File: config.mk
export PLATFORM = sky130hd
export DESIGN_NAME = mantissa_divider_28
export DESIGN_NICKNAME = d
export VERILOG_FILES = /design/src/rtl/mantissa_divider_28.sv
export SDC_FILE = /design/constraint.sdc
export NUM_CORES = 1
export LEC_CHECK = 0
export ABC_AREA = 1
export BUFFER_PORTS_ARGS = -buffer_cell sky130_fd_sc_hd__buf_2
export CORE_UTILIZATION = 64
export DETAILED_ROUTE_END_ITERATION = 12
export GPL_ROUTABILITY_DRIVEN = 1
export GPL_TIMING_DRIVEN = 0
export PLACE_DENSITY = 0.9
export SLEW_MARGIN = 10
export SYNTH_ARGS = -nofsm -noshare
export SYNTH_HDL_FRONTEND = slang
export SYNTH_SLANG_ARGS = --single-unit
File: constraint.sdc
create_clock -name clk -period 10.9 [get_ports clk]
set_input_delay 1.635 -clock clk [delete_from_list [all_inputs] [get_ports clk]]
set_output_delay 1.635 -clock clk [all_outputs]
set_load 0.05 [all_outputs]
File: src/rtl/mantissa_divider_28.sv
// Lane-partitioned restoring mantissa divider: one 28-bit, two 14-bit or four 7-bit
// fixed-point 1.(W-1) divides, one quotient bit per lane per cycle on a shared 28-bit datapath.
module mantissa_divider_28 (
    input  logic        clk,
    input  logic        rst_n,
    input  logic        in_valid,
    output logic        in_ready,
    input  logic [27:0] A,
    input  logic [27:0] B,
    input  logic [1:0]  op,
    output logic        out_valid,
    input  logic        out_ready,
    output logic [55:0] out,
    output logic [3:0]  dz,
    output logic [3:0]  ovf
);

    typedef enum logic [1:0] {
        IDLE = 2'd0,
        BUSY = 2'd1,
        DONE = 2'd2
    } state_t;

    localparam logic [1:0] MODE_28 = 2'd0;
    localparam logic [1:0] MODE_14 = 2'd1;
    localparam logic [1:0] MODE_7  = 2'd2;

    state_t state_reg, state_next;

    logic [1:0]  mode_reg, mode_in;
    logic [27:0] a_reg, b_reg, rem_reg, quo_reg;
    logic [3:0]  hi_reg, hi_next;
    logic [4:0]  cnt_reg, cnt_last;
    logic [3:0]  dz_flag_reg, ovf_flag_reg, dz_in, ovf_in;
    logic [55:0] out_reg;
    logic [3:0]  dz_reg, ovf_reg;
    logic        accept, last_iter;

    logic [3:0][1:0] lane_idx;
    logic [3:0]      lane_start, lane_top;
    logic [27:0]     diff, rem_sel, rem_shift, quo_shift, q_final, r_final;
    logic [3:0]      lane_ge, chunk_ge;

    assign mode_in   = (op == 2'b11) ? MODE_28 : op;
    assign accept    = in_valid && in_ready;
    assign last_iter = (cnt_reg == cnt_last);

    // Map each 7-bit chunk to its lane and mark where lanes begin and end.
    always_comb begin
        lane_idx   = '0;
        lane_start = '0;
        lane_top   = '0;
        for (int c = 0; c < 4; c++) begin
            case (mode_reg)
                MODE_14: begin
                    lane_idx[c]   = 2'(c / 2);
                    lane_start[c] = (c % 2 == 0);
                    lane_top[c]   = (c % 2 == 1);
                end
                MODE_7: begin
                    lane_idx[c]   = 2'(c);
                    lane_start[c] = 1'b1;
                    lane_top[c]   = 1'b1;
                end
                default: begin
                    lane_idx[c]   = 2'd0;
                    lane_start[c] = (c == 0);
                    lane_top[c]   = (c == 3);
                end
            endcase
        end
    end

    always_comb begin
        case (mode_reg)
            MODE_14: cnt_last = 5'd13;
            MODE_7:  cnt_last = 5'd6;
            default: cnt_last = 5'd27;
        endcase
    end

    // Segmented subtract: the borrow chain is cut at every lane boundary. The partial
    // remainder is {hi, low W bits}; a set hi bit already guarantees it exceeds B.
    always_comb begin : sub_chain
        logic       borrow;
        logic [7:0] full;
        borrow  = 1'b0;
        full    = '0;
        diff    = '0;
        lane_ge = '0;
        for (int c = 0; c < 4; c++) begin
            if (lane_start[c]) begin
                borrow = 1'b0;
            end
            full = {1'b0, rem_reg[c*7 +: 7]} - {1'b0, b_reg[c*7 +: 7]} - {7'd0, borrow};
            diff[c*7 +: 7] = full[6:0];
            borrow = full[7];
            if (lane_top[c]) begin
                lane_ge[lane_idx[c]] = hi_reg[lane_idx[c]] | ~borrow;
            end
        end
    end

    genvar gi;
    generate
        for (gi = 0; gi < 4; gi++) begin : g_chunk
            assign chunk_ge[gi] = lane_ge[lane_idx[gi]];
            assign rem_sel[gi*7 +: 7] = chunk_ge[gi] ? diff[gi*7 +: 7] : rem_reg[gi*7 +: 7];

            if (gi == 0) begin : g_first
                assign rem_shift[6:0] = {rem_sel[5:0], 1'b0};
                assign quo_shift[6:0] = {quo_reg[5:0], chunk_ge[0]};
            end else begin : g_rest
                assign rem_shift[gi*7 +: 7] =
                    {rem_sel[gi*7 +: 6], lane_start[gi] ? 1'b0 : rem_sel[gi*7-1]};
                assign quo_shift[gi*7 +: 7] =
                    {quo_reg[gi*7 +: 6], lane_start[gi] ? chunk_ge[gi] : quo_reg[gi*7-1]};
            end

            assign q_final[gi*7 +: 7] =
                (dz_flag_reg[lane_idx[gi]] || ovf_flag_reg[lane_idx[gi]]) ? 7'h7F
                                                                           : quo_shift[gi*7 +: 7];
            assign r_final[gi*7 +: 7] =
                dz_flag_reg[lane_idx[gi]]  ? a_reg[gi*7 +: 7] :
                ovf_flag_reg[lane_idx[gi]] ? 7'h00 : rem_sel[gi*7 +: 7];
        end
    endgenerate

    always_comb begin
        hi_next = '0;
        for (int c = 0; c < 4; c++) begin
            if (lane_top[c]) begin
                hi_next[lane_idx[c]] = rem_sel[c*7 + 6];
            end
        end
    end

    // Special cases are decided from the raw operands; A >= 2B is the same test as A>>1 >= B.
    always_comb begin
        dz_in  = '0;
        ovf_in = '0;
        case (mode_in)
            MODE_14: begin
                for (int l = 0; l < 2; l++) begin
                    dz_in[l]  = (B[l*14 +: 14] == 14'd0);
                    ovf_in[l] = !dz_in[l] && ({1'b0, A[l*14+1 +: 13]} >= B[l*14 +: 14]);
                end
            end
            MODE_7: begin
                for (int l = 0; l < 4; l++) begin
                    dz_in[l]  = (B[l*7 +: 7] == 7'd0);
                    ovf_in[l] = !dz_in[l] && ({1'b0, A[l*7+1 +: 6]} >= B[l*7 +: 7]);
                end
            end
            default: begin
                dz_in[0]  = (B == 28'd0);
                ovf_in[0] = !dz_in[0] && ({1'b0, A[27:1]} >= B);
            end
        endcase
    end

    always_ff @(posedge clk or negedge rst_n) begin
        if (!rst_n) begin
            state_reg <= IDLE;
        end else begin
            state_reg <= state_next;
        end
    end

    always_comb begin
        state_next = state_reg;
        case (state_reg)
            IDLE:    if (in_valid)  state_next = BUSY;
            BUSY:    if (last_iter) state_next = DONE;
            DONE:    if (out_ready) state_next = IDLE;
            default: state_next = IDLE;
        endcase
    end

    always_comb begin
        in_ready  = (state_reg == IDLE);
        out_valid = (state_reg == DONE);
    end

    assign out = out_reg;
    assign dz  = dz_reg;
    assign ovf = ovf_reg;

    always_ff @(posedge clk or negedge rst_n) begin
        if (!rst_n) begin
            mode_reg     <= MODE_28;
            a_reg        <= '0;
            b_reg        <= '0;
            rem_reg      <= '0;
            quo_reg      <= '0;
            hi_reg       <= '0;
            cnt_reg      <= '0;
            dz_flag_reg  <= '0;
            ovf_flag_reg <= '0;
            out_reg      <= '0;
            dz_reg       <= '0;
            ovf_reg      <= '0;
        end else begin
            if (accept) begin
                mode_reg     <= mode_in;
                a_reg        <= A;
                b_reg        <= B;
                rem_reg      <= A;
                quo_reg      <= '0;
                hi_reg       <= '0;
                cnt_reg      <= '0;
                dz_flag_reg  <= dz_in;
                ovf_flag_reg <= ovf_in;
            end else if (state_reg == BUSY) begin
                quo_reg <= quo_shift;
                hi_reg  <= hi_next;
                if (last_iter) begin
                    // Final step keeps the remainder unshifted and publishes the result.
                    rem_reg <= rem_sel;
                    cnt_reg <= '0;
                    out_reg <= {r_final, q_final};
                    dz_reg  <= dz_flag_reg;
                    ovf_reg <= ovf_flag_reg;
                end else begin
                    rem_reg <= rem_shift;
                    cnt_reg <= cnt_reg + 5'd1;
                end
            end
        end
    end

endmodule

==> run summary, run 1 <==
End point of the most critical hold path: ovf[3]$_DFFE_PN0P_. After synthesis, the cell types taking the most area are sky130_fd_sc_hd__dfrtp_1 (42%), sky130_fd_sc_hd__nand2_1 (11%), sky130_fd_sc_hd__ha_1 (8.6%), sky130_fd_sc_hd__inv_1 (7.7%), sky130_fd_sc_hd__o21ai_0 (4.6%). The layout cell share with drive strength beyond 1 came out at 14.99%. At the later pin of the worst-skew pair, clock insertion delay measures 460 ps.

The worst clock skew is 12.92 ps, and the critical path's largest stage delay is 460 ps. The number of failing hold endpoints at the final stage was 0; the overall die area was 18810 µm². Counting I/O delays and the setup requirement, the final critical path takes 7035 ps.

Dividing the final minimum period by the clock period gives 64.54%. The critical path contains buffers and inverters numbering 2 combined. At the pin with the least slew margin, the transition time is 1183 ps. The library cell used most frequently in the layout, excluding fill and tap cells, is sky130_fd_sc_hd__nand2_1.

Total negative slack for setup checks: 0 ps. The leading register cell type out of synthesis was sky130_fd_sc_hd__dfrtp_1. End of the worst register-to-register path: rem_reg[7]$_DFFE_PN0P_. At the worst endpoint, the required time is 11250 ps. Of all nets on the critical path, the largest fanout is 7. The via density per instance was 6.072.

Counting every sink on the clock net gives 196. The congestion estimate from routability-driven global placement came to 1.003. Clock buffer count from CTS: 17. The cell that appears most often on the critical path is sky130_fd_sc_hd__nand2_1. For this run, the number of Yosys warnings is 0.

The die is 137.1 µm wide. Cells fill 74.27% of the core in the end. STA puts the critical path data arrival time at 7390 ps. Counting tap cells, the placed design contains a total of 1805 instances.

Setup violations remaining at the end of the flow were counted as 0. The total global-route track usage came out at 40.84%. The routed length per placed instance came out at 19.95 µm. The antenna cell count was 0; the synthesized net count was 1597. The worst register-to-register path begins at rem_reg[4]$_DFFE_PN0P_.

The floorplan has 49 rows. Entering global routing, the biggest net connects 111 pins. Counting flops with a built-in enable in the synthesized netlist gives 0.

The final route contains 11160 vias. After synthesis, the mean cell area works out to 8.071 µm². Of all flip-flops after synthesis, the portion carrying an async set or reset was 100.0%.

Clock transition at the register clock pins on the worst setup and hold paths after CTS: 90 ps. Sequential cells were found to cover 41.97% of the synthesized design area. The post-synthesis register bit count was 196.

The count of instances resized after the clock tree is built is 0. For this configuration, the core starts out at a cell density of 65.29%. The first detailed-routing pass took 6 iterations. Fill cells in the final layout number 1332.

Hold repair after CTS inserted 0 buffers. Count of routing violations after the opening detailed-route iteration: 1334. For this block, the routed nets add up to 36650 µm of wire. In this run the number of H-tree levels came out at 4.

The path class of the tightest hold or removal check is flop to flop. For this run, the top clock speed supported by timing is 142.1 MHz. The die height is 137.1 µm, and the number of maximum-capacitance violations is 0. Number of distinct library cells after synthesis: 58.

The library cells used most frequently in the layout, excluding fill and tap cells, are sky130_fd_sc_hd__nand2_1 (346), sky130_fd_sc_hd__inv_1 (240), sky130_fd_sc_hd__dfrtp_1 (196). The tools report the global-route wire length before repair as 56440 µm. By startpoint and endpoint, the worst setup path is classified as flop to flop.

TritonCTS built the clock tree. The placeable core area was 17900 µm²; the count of final max-slew check failures was 0. Measured against its own limit, the worst slew margin works out to 20.44%. The tools report the number of standard cells in the final layout excluding fillers as 1837. Hold path startpoint: ovf[3]$_DFFE_PN0P_.

The largest individual stage delay along the critical path comes from the cell sky130_fd_sc_hd__fa_1. The run gives 11690 µm² as the post-synthesis instance area. The post-detailed-route DRC marker count is 0, and the number of nets at the end of the flow is 1744. The worst register-to-register path has a setup slack of 3860 ps.

The cell family with the largest share of critical-path delay was adder cells. Once detailed placement completed, the half-perimeter wirelength came to 26470 µm. Post-CTS timing repair inserted 0 buffers for setup. The area growth from synthesis to layout is 13.77%. The share of Yosys cell area claimed by the top area cell type was 41.97%. The run finished with clean final reports. Number of input and output port buffers inserted: 127. The logs give 128 for the I/O pin count and 0 for the total congestion overflow. The number of global-route vias before repair is 10650. The worst setup path is captured at a flop. Type of origin of the critical path: a flop.

The cell count after synthesis is 1448, and the maximum clock insertion buffer count is 2. The number of antenna violations at the first check in global routing is 0. Counting cells, the worst reg-to-reg path comes to 37. The register with the most flip-flops in the layout has 56 of them. The post-synthesis cell type with the largest combined area is sky130_fd_sc_hd__dfrtp_1. Counting instances, the worst hold path has a depth of 2. Setup repair after global routing left no endpoint under its margin.

The run gives 0 as the residual antenna-violating net count after detailed routing. The buffer type at the clock tree root was sky130_fd_sc_hd__clkbuf_16.
## cell type report
class	instances	area (µm²)	share of cell area [%]
clock inverter	15	224.0	1.684
inverter	252	950.9	7.152
sequential	196	4905	36.89
clock buffer	17	425.4	3.199
buffer	51	265.3	1.995
multi-input combinational	949	5567	41.87
timing repair buffer	128	673.1	5.063
tap	229	286.5	2.155
## cell usage after synthesis, types with 13 or more instances
cell and number:
sky130_fd_sc_hd__nor2_1 49, sky130_fd_sc_hd__ha_1 80, sky130_fd_sc_hd__buf_2 20, sky130_fd_sc_hd__inv_1 240
sky130_fd_sc_hd__xor2_1 14, sky130_fd_sc_hd__dfrtp_1 196, sky130_fd_sc_hd__o211ai_1 17, sky130_fd_sc_hd__o22ai_1 32
sky130_fd_sc_hd__a2bb2oi_1 31, sky130_fd_sc_hd__nand4_1 26, sky130_fd_sc_hd__nand2_2 13, sky130_fd_sc_hd__clkbuf_1 21
sky130_fd_sc_hd__nand2_1 346, sky130_fd_sc_hd__a21oi_1 42, sky130_fd_sc_hd__nand3_1 91, sky130_fd_sc_hd__o21ai_0 107
## cell families (layout without fill, tap and decap cells)
kind of cell / count (synthesis) / count (layout) / synth area share [%]
buffers and inverters: 303 / 463 / 10.41
adders and majority gates: 87 / 87 / 9.763
and+or+nand+nor: 560 / 560 / 21.23
DFF: 196 / 196 / 41.97
AOI/OAI and AO/OA: 276 / 276 / 14.69
xor gates and xnor gates: 26 / 26 / 1.948
## worst max-delay path by stage
stage	cells past startpoint	slack [ps]	to	startpoint
3_3_place_gp	37	4330	rem_reg[15]$_DFFE_PN0P_	rem_reg[4]$_DFFE_PN0P_
6_report	37	3860	rem_reg[7]$_DFFE_PN0P_	rem_reg[4]$_DFFE_PN0P_
2_1_floorplan	37	5340	rem_reg[9]$_DFFE_PN0P_	rem_reg[4]$_DFFE_PN0P_
5_1_grt	38	3590	rem_reg[7]$_DFFE_PN0P_	b_reg[4]$_DFFE_PN0P_
4_1_cts	37	4030	rem_reg[7]$_DFFE_PN0P_	rem_reg[4]$_DFFE_PN0P_
3_5_place_dp	37	4140	rem_reg[7]$_DFFE_PN0P_	rem_reg[4]$_DFFE_PN0P_
## through the flow
stage,hold slack [ps],area (µm²),setup slack (ps)
after floorplan,447.8,11690,5338
after global placement,454.1,12610,4327
after detailed placement,468.2,12650,4137
after CTS,487.7,13300,4026
after global routing,499.3,13300,3590
final,487.4,13300,3865
## routing by layer
layer  track usage (%)  up-vias  share of wire (%)
met5                 0        -                  0
met2             64.31      688                 46
met1             51.83     5249                 38
met4             23.38        0                5.8
li1                  -     5051                  -
met3             9.222      167                 10
## worst min-delay path: cells and delay by family, from the launching register on
family / cells / cell delay [ps]
AO/OA/AOI/OAI: 1 / 60
flip-flops: 1 / 340
AND/OR/NAND/NOR: 1 / 50
Power of run 1 is left out: the tool's default activity adds up to more than one toggle a clock period on the data nets, which glitch-free logic cannot reach.
==> run 2: changes to the inputs <==
--- a/config.mk
+++ b/config.mk
@@ -7,11 +7,11 @@
 export LEC_CHECK = 0
 export ABC_AREA = 1
 export BUFFER_PORTS_ARGS = -buffer_cell sky130_fd_sc_hd__buf_2
-export CORE_UTILIZATION = 64
+export CORE_UTILIZATION = 60
 export DETAILED_ROUTE_END_ITERATION = 12
 export GPL_ROUTABILITY_DRIVEN = 1
 export GPL_TIMING_DRIVEN = 0
-export PLACE_DENSITY = 0.9
+export PLACE_DENSITY = 0.85
 export SLEW_MARGIN = 10
 export SYNTH_ARGS = -nofsm -noshare
 export SYNTH_HDL_FRONTEND = slang
==> constraint.sdc (replaced) <==
create_clock -name clk -period 6.9 [get_ports clk]
set_input_delay 1.035 -clock clk [delete_from_list [all_inputs] [get_ports clk]]
set_output_delay 1.035 -clock clk [all_outputs]
set_load 0.05 [all_outputs]
==> run summary, run 2 (same netlist as run 1, synthesis figures left out) <==
The flow ran to the end, and the final reports show no timing, DRC or antenna violations. The flip-flop count of the largest register, all copies and words added is 56 (unchanged). In this run the clock root is driven by a sky130_fd_sc_hd__clkbuf_16. The critical path capture point type is a flop. The length of the first detailed-routing pass in iterations was 6 (unchanged).

The routability congestion estimate from global placement was 0.9688 (-3.4%); the routed length per placed instance was 19.09 µm (-4.3%). Critical path required time: 7250 ps (-4000 ps). The clock latency on the worst-skew pair is 460 ps (about the same), and the count of final max-slew check failures is 0 (unchanged). Number of failing hold endpoints at the final stage: 0 (unchanged).

The area growth from synthesis to final layout was 14.17%; the via density per instance was 5.905 (-2.8%). The global-route track usage on met3 was 7.560% (-1.7 points); the shortest period the worst path allows was 6592 ps (-443.2 ps). The tools report the overall die area as 20040 µm² (+6.6%). The type of origin of the critical path is a flop.

Maximum clock insertion buffer count: 2 (unchanged). For the minimum setup slack after placement, the log shows 311.6 ps (-3825 ps). The run gives 0 (unchanged) as the antenna cell count. The count of hold buffers inserted by post-cts repair came out at 0 (unchanged). The cell family contributing the most delay on the critical path is adder cells.

The tools report the count of clock tree sinks as 196 (unchanged). The setup path with the least slack is of type flop to flop. The met2 capacity usage during global routing came out at 59.68% (-4.6 points). The number of maximum-capacitance violations was 0 (unchanged).

The total global-route track usage was 36.62% (-4.2 points). By instance count, the cell type seen most on the critical path is sky130_fd_sc_hd__nand2_1. TritonCTS built the clock tree. The critical path's largest stage delay was 450 ps (about the same). The clock buffer count from CTS was 17 (unchanged). Global-route wire length before repair: 55600 µm (-1.5%). Most common cell after layout, fill and taps aside: sky130_fd_sc_hd__nand2_1. The number of vias after detailed routing was 11030 (-1.2%). The number of buffer and inverter instances along the worst setup path is 4 (+2). The die height is 141.6 µm (+3.2%), and the worst setup slack after layout is 307.9 ps (-3557 ps). Placeable core area: 18890 µm² (+5.5%). Overall die width: 141.6 µm (+3.2%). The cell with the largest stage delay on the worst path was sky130_fd_sc_hd__fa_1. The residual antenna-violating net count after detailed routing was 0 (unchanged); the number of global-route vias before repair was 10800 (+1.4%).

In the layout the commonest cells are sky130_fd_sc_hd__nand2_1 (344), sky130_fd_sc_hd__inv_1 (240), sky130_fd_sc_hd__dfrtp_1 (196). The count of routing violations after the opening detailed-route iteration was 1179 (-12%); the total congestion overflow was 0 (unchanged). The clock transition at the register clock pins on the worst setup and hold paths after CTS was 80 ps (about the same).

For the worst clock skew, the log shows 11.63 ps (-1.285 ps). The tools report the number of levels the H-tree was split into as 4 (unchanged). The run gives 128 (unchanged) as the I/O pin count. The worst min-delay path class was flop to flop. After global routing, the most crowded layer is met2.

The run gives 46.50% (-5.3 points) as the global routing met1 resource utilization. Setup repair after global routing left no endpoint under its margin. The top fanout value on the critical path was 7 (unchanged). The worst-margin pin slew is 1207 ps (+24.04 ps), and the final wirelength is 35640 µm (-2.8%). The number of buffers inserted to repair setup after CTS was 0 (unchanged).

The part of the cycle the worst path needs was 95.54% (+31 points). The number of antenna violations at the first check in global routing is 0 (unchanged), and the layout cell share with drive strength beyond 1 is 15.25% (+0.26 points). The floorplan row count is 50 (+2.0%). The tools report the initial core utilization as 61.86% (-3.4 points).

The number of input and output port buffers inserted was 127 (unchanged); the total negative slack for setup checks was 0 ps (unchanged). The worst slew margin relative to its limit was 18.82% (-1.6 points). The setup-violating endpoint count in the final report is 0 (unchanged). The highest clock frequency the design can meet was 151.7 MHz (+6.7%); the count of instances resized after the clock tree is built was 0 (unchanged). For the placed wire-length estimate after detailed placement, the log shows 26390 µm (-0.30%). Number of nets at the end of the flow: 1743 (-0.057%).

The arrival time of the worst setup path was 6940 ps (-450 ps). Pin count of the biggest net entering global routing: 102 (-8.1%). The run gives 0 (unchanged) as the post-detailed-route DRC marker count.
==> run 2: cell count changes in the layout (fill, tap and decap cells not counted), moves of 2 or more <==
cell / before / now
sky130_fd_sc_hd__nand3_1: 91 / 89
sky130_fd_sc_hd__nand2_1: 346 / 344
sky130_fd_sc_hd__inv_12: 5 / 1
sky130_fd_sc_hd__inv_16: 2 / 0
sky130_fd_sc_hd__o21ai_0: 107 / 105
sky130_fd_sc_hd__clkinv_8: 4 / 6
==> run 2: final cells by class <==
type,count,area [µm²]
plain buffers,50,260.3
clock buffers,17,425.4
clock inverters,15,206.4
fillers,1553,5549
inverters,252,950.9
multi-input cells,949,5598
flip-flops and latches,196,4905
well taps,260,325.3
repair buffers,128,673.1
==> run 2: worst paths after layout <==
kind / from / to / slack (ps) / depth (start not counted)
worst min register to register: dz[0]$_DFFE_PN0P_ / dz[0]$_DFFE_PN0P_ / 480 / 2
min in group asynchronous: rst_n / a_reg[24]$_DFFE_PN0P_ / 570 / 1
worst min-delay path: dz[0]$_DFFE_PN0P_ / dz[0]$_DFFE_PN0P_ / 480 / 2
max in group asynchronous: rst_n / out[33]$_DFFE_PN0P_ / 5380 / 2
worst max register to register: b_reg[4]$_DFFE_PN0P_ / rem_reg[6]$_DFFE_PN0P_ / 310 / 38
worst max-delay path: b_reg[4]$_DFFE_PN0P_ / rem_reg[6]$_DFFE_PN0P_ / 310 / 38
==> run 2: tightest hold or removal path: stages, from the launching register on <==
cell and delay [ps]:
sky130_fd_sc_hd__dfrtp_1 350, sky130_fd_sc_hd__nand2_1 60, sky130_fd_sc_hd__nand2_1 50
==> run 2: per-layer routing <==
metal	wire length (µm)	vias up
met2	16640	633
met5	0	-
met4	1719	0
met1	13850	5212
li1	-	5046
met3	3423	134
==> run 2: per-stage QoR <==
stage | instance area, µm² | cells | hold slack (ps) | util [%]
global route | 13340 | 1867 | 504.2 | 70.63
finish | 13340 | 1867 | 482.8 | 70.63
CTS | 13320 | 1868 | 484.5 | 70.49
floorplan | 11690 | 1448 | 447.8 | -
detailed placement | 12690 | 1836 | 465.4 | 67.15
global placement | 12650 | 1835 | 455.7 | 66.95
Power of run 2 is left out for the same reason.
==> run 3: changes to the inputs <==
--- a/config.mk
+++ b/config.mk
@@ -5,13 +5,12 @@
 export SDC_FILE = /design/constraint.sdc
 export NUM_CORES = 1
 export LEC_CHECK = 0
-export ABC_AREA = 1
 export BUFFER_PORTS_ARGS = -buffer_cell sky130_fd_sc_hd__buf_2
-export CORE_UTILIZATION = 60
+export CORE_UTILIZATION = 59
 export DETAILED_ROUTE_END_ITERATION = 12
 export GPL_ROUTABILITY_DRIVEN = 1
 export GPL_TIMING_DRIVEN = 0
-export PLACE_DENSITY = 0.85
+export PLACE_DENSITY = 0.84
 export SLEW_MARGIN = 10
 export SYNTH_ARGS = -nofsm -noshare
 export SYNTH_HDL_FRONTEND = slang
==> run summary, run 3 <==
The flow ran to the end, but the final reports show violations. The final reports fail on negative setup slack. The worst setup slack after layout is -408.4 ps (-716.2 ps). STA classifies the critical path endpoint as a flop. The minimum setup slack after placement is -1136 ps (-1448 ps), and the overall die area is 19780 µm² (-1.3%).

The tools report the number of levels the H-tree was split into as 4 (unchanged). The count of hold buffers inserted by post-cts repair came out at 0 (unchanged). In this design, the largest share of critical-path delay is due to compound AO/OA/AOI/OAI gates. From synthesis to final layout, the design area changed by 25.91%. The source of the worst register-to-register timing path was rem_reg[4]$_DFFE_PN0P_.

STA classifies the critical path startpoint as a flop. In this run the clock root is driven by a sky130_fd_sc_hd__clkbuf_16. The flip-flop count of the largest register, all copies and words added came out at 56 (unchanged).

Number of buffer and inverter instances along the worst setup path: 1 (-3). The worst clock skew is 10.90 ps (-0.7311 ps), and the number of failing hold endpoints at the final stage is 0 (unchanged). The count of final max-slew check failures is 0 (unchanged), and the number of nets at the end of the flow is 1648 (-5.5%).

The critical path depth in cells was 31 (-18%). The share of async-settable or async-resettable flops after synthesis came out at 100.0% (unchanged). For the routability congestion estimate from global placement, the log shows 0.9889 (+2.1%). The tools report the post-synthesis sequential area ratio as 43.24% (+1.3 points).

Shortest period the worst path allows: 7308 ps (+716.2 ps). The overall die width is 140.7 µm (-0.65%), and the count of clock tree sinks is 196 (unchanged). The number of maximum-capacitance violations came out at 0 (unchanged). Among all stages on the critical path, the largest delay is contributed by sky130_fd_sc_hd__or4_1. The commonest cells after synthesis are sky130_fd_sc_hd__nand2_1 (238), sky130_fd_sc_hd__dfrtp_1 (196), sky130_fd_sc_hd__o21ai_0 (113). Capturing element of the worst setup path: rem_reg[21]$_DFFE_PN0P_. The global-route wire length before repair is 59800 µm (+7.6%).

The start point of the critical path is rem_reg[4]$_DFFE_PN0P_. For the worst slew margin relative to its limit, the log shows 20.44% (+1.6 points). The startpoint identified for the worst hold timing path is dz[1]$_DFFE_PN0P_. The via density per instance is 6.579 (+11%). The number of vias after detailed routing was 11490 (+4.2%).

For the antenna cell count, the log shows 0 (unchanged). The number of antenna violations at the first check in global routing is 0 (unchanged). The clock transition at the register clock pins on the worst setup and hold paths after CTS was 80 ps (about the same); the clock latency on the worst-skew pair was 450 ps (about the same).

The library cells used most frequently in the layout, excluding fill and tap cells, are sky130_fd_sc_hd__nand2_1 (235), sky130_fd_sc_hd__dfrtp_1 (194), sky130_fd_sc_hd__buf_2 (126). The post-synthesis cell type with the largest combined area was sky130_fd_sc_hd__dfrtp_1. The placed wire-length estimate after detailed placement was 25200 µm (-4.5%). The synthesized net count was 1431 (-10%); the layout filler cell count was 1181 (-24%). The most used flip-flop cell after synthesis is sky130_fd_sc_hd__dfrtp_1.

The die height is 140.7 µm (-0.65%). The worst-margin pin slew is 1182 ps (-24.11 ps), and the setup-violating endpoint count in the final report is 38 (+38). TritonCTS built the clock tree. For the slack of the worst reg-to-reg path, the log shows -410 ps (-720 ps).

The number of warnings printed during yosys synthesis came out at 0 (unchanged). The number of global-route vias before repair is 11050 (+2.4%). The layout cell share with drive strength beyond 1 was 23.02% (+7.8 points); the cell count after synthesis was 1282 (-11%). The most common cell after layout, fill and taps aside is sky130_fd_sc_hd__nand2_1. The residual antenna-violating net count after detailed routing is 0 (unchanged), and the top fanout value on the critical path is 8 (+1).

The floorplan row count is 50 (unchanged), and the average cell area after synthesis is 8.847 µm² (+9.6%). The worst register-to-register path ends at rem_reg[21]$_DFFE_PN0P_. The post-synthesis register bit count was 196 (unchanged). Highest clock frequency the design can meet: 136.8 MHz (-9.8%).

The total global-route track usage is 39.97% (+3.3 points). The path class of the tightest hold or removal check is flop to flop. The routed length per placed instance came out at 22.70 µm (+19%). The clock buffer count from CTS came out at 17 (unchanged). The number of distinct library cells after synthesis was 66 (+14%); the worst reg2reg path depth was 31 (-18%). The length of the first detailed-routing pass in iterations was 6 (unchanged). The logs give 18770 µm² (-0.66%) for the placeable core area and 2 (unchanged) for the maximum clock insertion buffer count. The number of synthesized flops with an enable pin is 0 (unchanged), and the critical path's largest stage delay is 510 ps (+60 ps).

In the post-synthesis netlist, the biggest area contributors are sky130_fd_sc_hd__dfrtp_1 (43%), sky130_fd_sc_hd__ha_1 (8.8%), sky130_fd_sc_hd__nand2_1 (7.9%), sky130_fd_sc_hd__o21ai_0 (5.0%), sky130_fd_sc_hd__a21oi_1 (4.1%). The post-detailed-route DRC marker count is 0 (unchanged), and the share of Yosys cell area claimed by the top area cell type is 43.24% (+1.3 points). Setup repair after global routing could not meet its margin everywhere. The number of input and output port buffers inserted was 127 (unchanged); the count of routing violations after the opening detailed-route iteration was 1600 (+36%). The tools report the arrival time of the worst setup path as 7660 ps (+720 ps).

The logs give 7250 ps (about the same) for the critical path required time and 11340 µm² (-3.0%) for the post-synthesis instance area. Pin count of the biggest net entering global routing: 111 (+8.8%). The critical path in this run is classified as flop to flop. The part of the cycle the worst path needs came out at 105.9% (+10 points). The most numerous cell in the Yosys netlist is sky130_fd_sc_hd__nand2_1. The final wirelength was 39630 µm (+11%). The total congestion overflow was 0 (unchanged); the initial core utilization was 60.43% (-1.4 points). The I/O pin count is 128 (unchanged).
[run 3: cell types whose count changed after synthesis, sizes merged, moves of 20 or more]
| cell | before | now |
|---|---|---|
| buf | 30 | 9 |
| a2bb2oi | 31 | 1 |
| nor2 | 55 | 88 |
| inv | 249 | 102 |
| nand2 | 361 | 238 |
| clkbuf | 21 | 58 |
| mux2i | 0 | 35 |
| nand3 | 101 | 16 |
| o22a | 0 | 20 |
| a21oi | 44 | 94 |
[run 3: worst register-to-register path: cells and delay by family, from the launching register on]
family / cells / cell delay, ps
and+or+nand+nor: 9 / 1990
AOI/OAI and AO/OA: 11 / 2100
buffers and inverters: 1 / 160
xor gates and xnor gates: 2 / 340
DFF: 1 / 430
adders and majority gates: 7 / 2090
muxes: 1 / 100
[run 3: repair_timing]
item	in CTS	in global routing
buffers inserted	57	18
endpoints found under the setup margin	68	66
resized for setup	121	51
gates cloned	1	1
pin swaps	40	35
[run 3: logic make-up (layout without fill, tap and decap cells)]
| logic type | Yosys count | count (layout) | synth area share (%) |
|---|---|---|---|
| AO/OA/AOI/OAI | 346 | 346 | 18.87 |
| XOR/XNOR | 23 | 23 | 1.776 |
| adder cells (fa/ha/maj) | 87 | 87 | 10.06 |
| buffers and inverters | 169 | 399 | 5.692 |
| flip-flops | 196 | 196 | 43.24 |
| multiplexers | 48 | 48 | 4.876 |
| AND/OR/NAND/NOR | 413 | 413 | 15.48 |
[run 3: worst min path at each step]
stage,cells after the start,to
4_1_cts,2,a_reg[27]$_DFFE_PN0P_
3_5_place_dp,2,a_reg[27]$_DFFE_PN0P_
6_report,2,dz[1]$_DFFE_PN0P_
5_1_grt,2,a_reg[18]$_DFFE_PN0P_
2_1_floorplan,2,a_reg[27]$_DFFE_PN0P_
3_3_place_gp,2,a_reg[18]$_DFFE_PN0P_
[run 3: area by class of cell]
cell class                 instances  area (µm²)  area share (%)
multi-input combinational        917        6420           44.95
sequential                       196        4907           34.36
timing repair buffer             199        1323           9.261
clock buffer                      18       439.2           3.075
inverter                         102       382.9           2.681
buffer                            66       335.3           2.348
tap                              234       292.8           2.050
clock inverter                    14       181.4           1.270
[run 3: layer usage]
metal | GRT usage (%) | vias up | share of wire (%)
met3 | 9.443 | 272 | 12
li1 | - | 4864 | -
met1 | 51.24 | 5470 | 36
met2 | 60.93 | 881 | 45
met5 | 0 | - | 0
met4 | 26.26 | 0 | 7.6
[run 3: per-stage QoR]
| step | setup TNS [ps] | util (%) | hold slack (ps) | area (µm²) | cells |
|---|---|---|---|---|---|
| 2_1_floorplan | 0 | - | 437.6 | 11360 | 1282 |
| 3_3_place_gp | -56110 | 65.49 | 457.7 | 12290 | 1643 |
| 3_5_place_dp | -57210 | 65.69 | 462.2 | 12330 | 1644 |
| 4_1_cts | -11120 | 74.40 | 480.3 | 13960 | 1734 |
| 5_1_grt | -17560 | 76.09 | 497.4 | 14280 | 1746 |
| 6_report | -8129 | 76.09 | 478.1 | 14280 | 1746 |
Power of run 3 is left out for the same reason.
